[src/rtl/mod_n_updown_counter_pkg.sv]
// Shared constants and helpers for the modulo-N up/down counter tile.
// The clamp helper works at the widest legal counter width plus one bit.
package mod_n_updown_counter_pkg;

   localparam logic CNT_UP = 1'b1;
   localparam logic CNT_DN = 1'b0;

   localparam int CNT_MAX_WIDTH = 16;

   localparam logic [CNT_MAX_WIDTH:0] CLAMP_ONE = (CNT_MAX_WIDTH+1)'(1);

   // Out-of-range load values saturate to the top of the count range.
   function automatic logic [CNT_MAX_WIDTH:0] clamp_mod(
      input logic [CNT_MAX_WIDTH:0] value,
      input logic [CNT_MAX_WIDTH:0] modulus
   );
      return (value >= modulus) ? (modulus - CLAMP_ONE) : value;
   endfunction

endpackage

[src/rtl/mod_n_updown_counter_step.sv]
// Combinational next-value and terminal detection for a modulo-N counter.
// Works at WIDTH+1 bits so MODULUS == 2**WIDTH needs no special casing.
module mod_n_step
   import mod_n_updown_counter_pkg::*;
#(
   parameter int WIDTH   = 3,
   parameter int MODULUS = 6
) (
   input  logic [WIDTH-1:0] cnt_i,
   input  logic             up_i,
   output logic [WIDTH-1:0] next_o,
   output logic             at_terminal_o
);

   localparam logic [WIDTH:0] MOD_W  = (WIDTH+1)'(MODULUS);
   localparam logic [WIDTH:0] ONE_W  = (WIDTH+1)'(1);
   localparam logic [WIDTH:0] ZERO_W = '0;
   localparam logic [WIDTH:0] TOP_W  = MOD_W - ONE_W;

   logic [WIDTH:0] cnt_ext;
   logic [WIDTH:0] term_ext;
   logic [WIDTH:0] next_ext;
   logic           unused_next_msb;

   always_comb begin
      cnt_ext       = {1'b0, cnt_i};
      term_ext      = (up_i == CNT_UP) ? TOP_W : ZERO_W;
      at_terminal_o = (cnt_ext == term_ext);
      next_ext      = cnt_ext;
      if (at_terminal_o) begin
         next_ext = (up_i == CNT_DN) ? TOP_W : ZERO_W;
      end else if (up_i == CNT_UP) begin
         next_ext = cnt_ext + ONE_W;
      end else begin
         next_ext = cnt_ext - ONE_W;
      end
   end

   // Results always stay below MODULUS, so the extension bit is always zero.
   assign next_o          = next_ext[WIDTH-1:0];
   assign unused_next_msb = next_ext[WIDTH];

endmodule

[src/rtl/mod_n_updown_counter.sv]
// Modulo-N up/down counter tile: load, enable, one-shot stop, terminal-count
// flag and a registered wrap pulse for cascading into the next stage's en.
module mod_n_updown_counter
   import mod_n_updown_counter_pkg::*;
#(
   parameter int WIDTH   = 3,
   parameter int MODULUS = 6,
   parameter int RST_VAL = 0
) (
   input  logic             clk,
   input  logic             rst,
   input  logic             en,
   input  logic             up,
   input  logic             load,
   input  logic [WIDTH-1:0] load_val,
   input  logic             one_shot,
   output logic [WIDTH-1:0] cnt,
   output logic             tc,
   output logic             carry_out,
   output logic             done
);

   if (WIDTH < 1 || WIDTH > CNT_MAX_WIDTH || MODULUS < 2 ||
       MODULUS > (1 << WIDTH) || RST_VAL < 0 || RST_VAL >= MODULUS) begin : g_bad_params
      $error("mod_n_updown_counter: illegal WIDTH/MODULUS/RST_VAL combination");
   end

   localparam logic [WIDTH-1:0] RST_CNT = WIDTH'(RST_VAL);

   logic [WIDTH-1:0] cnt_q, cnt_d;
   logic             carry_q, carry_d;
   logic             done_q, done_d;

   logic [WIDTH-1:0]         step_next;
   logic                     at_term;
   logic [CNT_MAX_WIDTH:0]   load_clamped_ext;
   logic [WIDTH-1:0]         load_clamped;
   logic [CNT_MAX_WIDTH-WIDTH:0] unused_load_msbs;

   mod_n_step #(
      .WIDTH   (WIDTH),
      .MODULUS (MODULUS)
   ) u_step (
      .cnt_i         (cnt_q),
      .up_i          (up),
      .next_o        (step_next),
      .at_terminal_o (at_term)
   );

   assign load_clamped_ext = clamp_mod((CNT_MAX_WIDTH+1)'(load_val),
                                       (CNT_MAX_WIDTH+1)'(MODULUS));
   assign load_clamped     = load_clamped_ext[WIDTH-1:0];
   assign unused_load_msbs = load_clamped_ext[CNT_MAX_WIDTH:WIDTH];

   // Priority below is load > en > hold; rst is applied in the register stage.
   always_comb begin
      cnt_d   = cnt_q;
      carry_d = 1'b0;
      done_d  = done_q;
      if (load) begin
         cnt_d  = load_clamped;
         done_d = 1'b0;
      end else if (en && !done_q) begin
         if (at_term && one_shot) begin
            done_d = 1'b1;
         end else begin
            cnt_d   = step_next;
            carry_d = at_term;
         end
      end
   end

   always_ff @(posedge clk) begin
      if (rst) begin
         cnt_q   <= RST_CNT;
         carry_q <= 1'b0;
         done_q  <= 1'b0;
      end else begin
         cnt_q   <= cnt_d;
         carry_q <= carry_d;
         done_q  <= done_d;
      end
   end

   assign cnt       = cnt_q;
   assign tc        = en & at_term;
   assign carry_out = carry_q;
   assign done      = done_q;

endmodule

[config.mk]
export PLATFORM = sky130hd
export DESIGN_NAME = mod_n_updown_counter
export DESIGN_NICKNAME = d
export VERILOG_FILES = /design/src/rtl/mod_n_updown_counter_pkg.sv /design/src/rtl/mod_n_updown_counter_step.sv /design/src/rtl/mod_n_updown_counter.sv
export SDC_FILE = /design/constraint.sdc
export NUM_CORES = 1
export LEC_CHECK = 0
export CORE_AREA = 2 2 39 41
export DETAILED_ROUTE_END_ITERATION = 6
export DIE_AREA = 0 0 41 43
export PLACE_DENSITY = 0.6
export SLEW_MARGIN = 40
export SYNTH_ARGS = -nofsm -noshare
export SYNTH_HDL_FRONTEND = slang
export SYNTH_SLANG_ARGS = --single-unit
[constraint.sdc]
create_clock -name clk -period 2.2 [get_ports clk]
set_clock_uncertainty 0.1 [all_clocks]
set_input_delay 0.22 -clock clk [delete_from_list [all_inputs] [get_ports clk]]
set_output_delay 0.22 -clock clk [all_outputs]
set_load 0.005 [all_outputs]
Yosys cells after proc, flatten, opt, wreduce, memory -nomap -nowiden
Cells that the tools add are included.
{"block": "word_totals", "ff_bits": 5, "input_bits": 9, "out_inout_bits": 6, "elab_cells": 26}
{"block": "op_classes", "addsub": 2, "n_lt_le_gt_ge": 1, "eq_ne": 2, "muxes": 8, "bitwise": 2, "reduce_logical": 8}
{"op": "two-way mux 3 bit", "count": 8}
{"op": "== test 3 x 4 -> 1 bit", "count": 1}
{"op": "AND reduction 2 bit", "count": 2}
{"op": "OR reduction 4 bit", "count": 1}
{"op": "adder 3 x 1 -> 3 bit (second input constant)", "count": 1}
{"op": ">= comparator 3 bit (second input constant)", "count": 1}
{"op": "subtractor 3 x 1 -> 3 bit (second input constant)", "count": 1}
{"op": "logical AND 1 bit", "count": 2}
{"op": "!= test 2 bit (second input constant)", "count": 1}
{"op": "nonzero test 2 bit", "count": 1}
{"op": "OR reduction 2 bit", "count": 1}
{"op": "AND 1 bit", "count": 1}
{"op": "logical NOT 1 bit", "count": 1}
{"op": "NOT 1 bit", "count": 1}

Logic depth before layout (Yosys ltp)
Gate-level depths: netlist of the first run.
{"block": "logic_depth", "depth_word": 6, "depth_mapped": 7, "mapped_depth_nobuf": 6}

By module
From an unflattened synthesis of the first run, not the netlist that was laid out.
{"block": "unflattened", "hier_cells": 42, "area_unflattened_um2": 384.1}
{"mod": "mod_n_updown_counter", "n_inst": 1, "cells_each": 26, "area_per_inst_um2": 266.5, "seq_area_each_um2": 100.1}
{"mod": "mod_n_step", "n_inst": 1, "cells_each": 16, "area_per_inst_um2": 117.6, "seq_area_each_um2": 0.0}

Least setup slack after synthesis of the first run
Ideal clock, no wire load.
{"block": "synth_timing", "path_kind": "in2reg", "from": "input up", "to": "register cnt_q[2] (netlist: cnt[2])", "setup_ps": 92, "arrival_ps": 1449, "required_time_ps": 2008, "path_slack_ps": 559, "stages": 7, "path_buffers": 1, "cell_sequence": "buf_4 inv_1 fa_1 xor2_1 o211ai_1 nor4_1 o32ai_1"}
{"block": "synth_via", "elab_chain_cells": 6, "word_cells_on_any_way": 11, "cone_classes": "eq/ne: 2; mux: 7; reduce/logical: 2"}
{"element": "from (decl)", "line": "mod_n_updown_counter.sv:13", "text": "input logic up,"}
{"element": "two-way mux 3 bit", "line": "mod_n_updown_counter_step.sv:27", "text": "term_ext = (up_i == CNT_UP) ? TOP_W : ZERO_W;"}
{"element": "== test 3 x 4 -> 1 bit", "line": "mod_n_updown_counter_step.sv:28", "text": "at_terminal_o = (cnt_ext == term_ext);"}
{"element": "two-way mux 3 bit", "line": "mod_n_updown_counter_step.sv:30", "text": "if (at_terminal_o) begin"}
{"element": "two-way mux 3 bit", "line": "mod_n_updown_counter.sv:64", "text": "if (at_term && one_shot) begin"}
{"element": "two-way mux 3 bit", "line": "mod_n_updown_counter.sv:63", "text": "end else if (en && !done_q) begin"}
{"element": "two-way mux 3 bit", "line": "mod_n_updown_counter.sv:60", "text": "if (load) begin"}
{"element": "to (signal assigned)", "line": "mod_n_updown_counter.sv:79", "text": "cnt_q <= cnt_d;"}
{"element": "to (decl)", "line": "mod_n_updown_counter.sv:30", "text": "logic [WIDTH-1:0] cnt_q, cnt_d;"}
Several ways; a longest one is shown, not always the timed one. The select of a mux whose other input is x is not followed.
A chain may end at the register's enable or synchronous reset.

Worst setup path after layout of the first run
{"block": "layout_timing", "from": "input up", "to": "output tc"}
{"block": "layout_via", "elab_chain_cells": 3}
{"element": "two-way mux 3 bit", "line": "mod_n_updown_counter_step.sv:27"}
{"element": "== test 3 x 4 -> 1 bit", "line": "mod_n_updown_counter_step.sv:28"}
{"element": "AND 1 bit", "line": "mod_n_updown_counter.sv:86", "text": "assign tc = en & at_term;"}
{"element": "to (decl)", "line": "mod_n_updown_counter.sv:18", "text": "output logic tc,"}
No other way between the ends.

==> results of run 1 <==
[cell usage after synthesis (2+ instances only)]
master,number
or3_1,3
nand3b_1,3
a21oi_1,5
nand2b_1,2
dfxtp_1,5
inv_1,2
[through the flow]
step / util / setup slack [ps] / power (mW)
floorplan: - / 558.9 / 0.1489
global placement: 0.3761 / 42.79 / 0.1884
detailed placement: 0.3761 / 11.18 / 0.1900
CTS: 0.3951 / 39.06 / 0.2978
global route: 0.3978 / 29.68 / 0.3119
finish: 0.3978 / 82.39 / 0.2942
[final timing paths]
kind | start | slack (ps) | cells past startpoint | end
worst max-delay path | up | 80 | 4 | tc
worst min register to register | done | 430 | 1 | carry_out
worst min-delay path | done | 430 | 1 | carry_out
worst max register to register | cnt[0] | 480 | 5 | cnt[2]
[logic make-up after synthesis]
family / synth area share
buffers and inverters: 0.04168
AO/OA/AOI/OAI: 0.2222
XOR/XNOR: 0.02431
adder cells (fa/ha/maj): 0.05556
AND/OR/NAND/NOR: 0.3785
flip-flops: 0.2778
[worst max-delay path, stage by stage]
cell and delay [ps]:
clkdlybuf4s50_1 490, or3_4 390, a21oi_2 180, clkdlybuf4s50_1 520
[sequential cells by signal, indices dropped and copies added (netlist names)]
| signal | cells |
|---|---|
| carry_out | 1 |
| cnt | 3 |
| done | 1 |
[power by group]
part | total [mW] | leakage [nW] | internal (mW) | switching, mW
logic | 0.0823 | 0.138 | 0.0499 | 0.0323
registers | 0.107 | 0.0411 | 0.0964 | 0.0107
clock network | 0.105 | 0.0150 | 0.0685 | 0.0363
[routing by layer]
| metal | share of wire | vias to the layer above | wire (um) | global-route usage |
|---|---|---|---|---|
| li1 | - | 192 | - | - |
| met1 | 0.46 | 182 | 387 | 0.1387 |
| met2 | 0.50 | 7 | 421 | 0.1719 |
| met3 | 0.023 | 2 | 19 | 0.03141 |
| met4 | 0.018 | 0 | 15 | 0.08000 |
| met5 | 0 | - | 0 | 0 |
[area by class of cell]
cell class	instances	area [um^2]
Clock buffer	4	26.28
Fill cell	152	833.3
Inverter	2	7.507
Multi-Input combinational cell	33	249.0
Sequential cell	5	100.1
Tap cell	16	20.02
Timing Repair Buffer	15	147.6
==> impl_metrics.ini, run 1 <==
[synthesis]
synth_warnings = 0
ys_seq_area_frac = 0.2778
netlist_area_um2 = 360.3
syn-num-nets = 51
synth_top_area_share = 0.2778
ys_seq_elements = 5
yosys.area.top_type = dfxtp_1
synth-edff-count = 0
synthFlopType = dfxtp_1
synthArstFlopShare = 0
syn_inst = 41
synth_cell_types = 27
yosys-top-cells-area = dfxtp_1, a21oi_1, nand3b_1, fa_1, or3_1
synth.avg_cell_area_um2 = 8.789

[flow_run]
maxCapViolations = 0

[global_routing]
track_usage = 0.1166
grt_pass1_vias = 342
grt_max_degree = 10
grt.overflow.total = 0
antenna_found_initial = 0
grt_pass1_wl_um = 1380

[final_layout]
drive_gt1_frac = 0.1864
design_area_um2 = 550.5
layout_commonest_cell = clkdlybuf4s50_1
num_antenna_cells = 0
fin_cells = 75
layout_common_cells = clkdlybuf4s50_1, dfxtp_1, a21oi_1
area_growth_pct = 52.78
final_nets = 70

[sta]
rsz0062_at_grt = no
setup_viol = 0
slew_violations = 0
relSlewSlack = 0.7938
setup_tns_ps = 0
tightest_slew_ps = 308.8
finalHoldViolCount = 0
whs_ps = 429.3
fmax_ghz = 0.4722
period_minus_slack_ps = 2118
finalCritPeriodShare = 0.9625

[route]
viasPerCell = 5.107
wl_um = 844
drt_iter0_drc = 7
detailroute.via_count = 383
drc_errors = 0
drt_pre_antenna_iters = 5
antenna_left = 0
wl_per_cell_um = 11.25

[critical_path]
crit_required_ps = 1880
crit_path_max_fanout = 5
end_kind = primary output
arrival_ps = 1800
startpoint_type = input port
path_class = input port to primary output

[floorplanning]
core_area_um2 = 1384
fp.dieW_um = 41
row_count = 14
start_util = 0.2604
die_h_um = 43
design.die.area_um2 = 1763
io_pins = 15

[cts]
clkSinkCount = 5
clock_path_buffers = 2
cts_hold_buf = 0
cts_tree = done
path_clk_slew_ps = 40
cts_inserted_buffers = 3
htreeDepth = 1
ctsResizeCount = 0
cts_root_buf = clkbuf_4
clk_latency_ps = 240
postCtsSetupBuffers = 0

[placed_design]
dpl_cell_area_um2 = 520.5
dp_hpwl_um = 667.1
io_buffer_count = 14
dp.cells = 71
place_congestion = 0.6634

[power_and_ir_drop]
p_leak_nw = 0.1937
ir_drop_mv = 0.2176
powerDensity_nw_per_um2 = 534.4

[run_status]
outcome = complete, no violations

[worst_hold_path]
hold_path.class = register to register
No activity file was read; power rests on OpenSTA's default activity.
==> run 2, diff against run 1 <==
--- a/config.mk
+++ b/config.mk
@@ -9,7 +9,6 @@
 export DETAILED_ROUTE_END_ITERATION = 6
 export DIE_AREA = 0 0 41 43
 export PLACE_DENSITY = 0.6
-export SLEW_MARGIN = 40
 export SYNTH_ARGS = -nofsm -noshare
 export SYNTH_HDL_FRONTEND = slang
 export SYNTH_SLANG_ARGS = --single-unit
==> results of run 2 <==
The final DEF is identical to that of run 1; final timing and power are the same.
==> run 3, diff against run 2 <==
--- a/config.mk
+++ b/config.mk
@@ -5,6 +5,7 @@
 export SDC_FILE = /design/constraint.sdc
 export NUM_CORES = 1
 export LEC_CHECK = 0
+export CAP_MARGIN = 5
 export CORE_AREA = 2 2 39 41
 export DETAILED_ROUTE_END_ITERATION = 6
 export DIE_AREA = 0 0 41 43
==> results of run 3 <==
The final DEF is identical to that of run 1; final timing and power are the same.
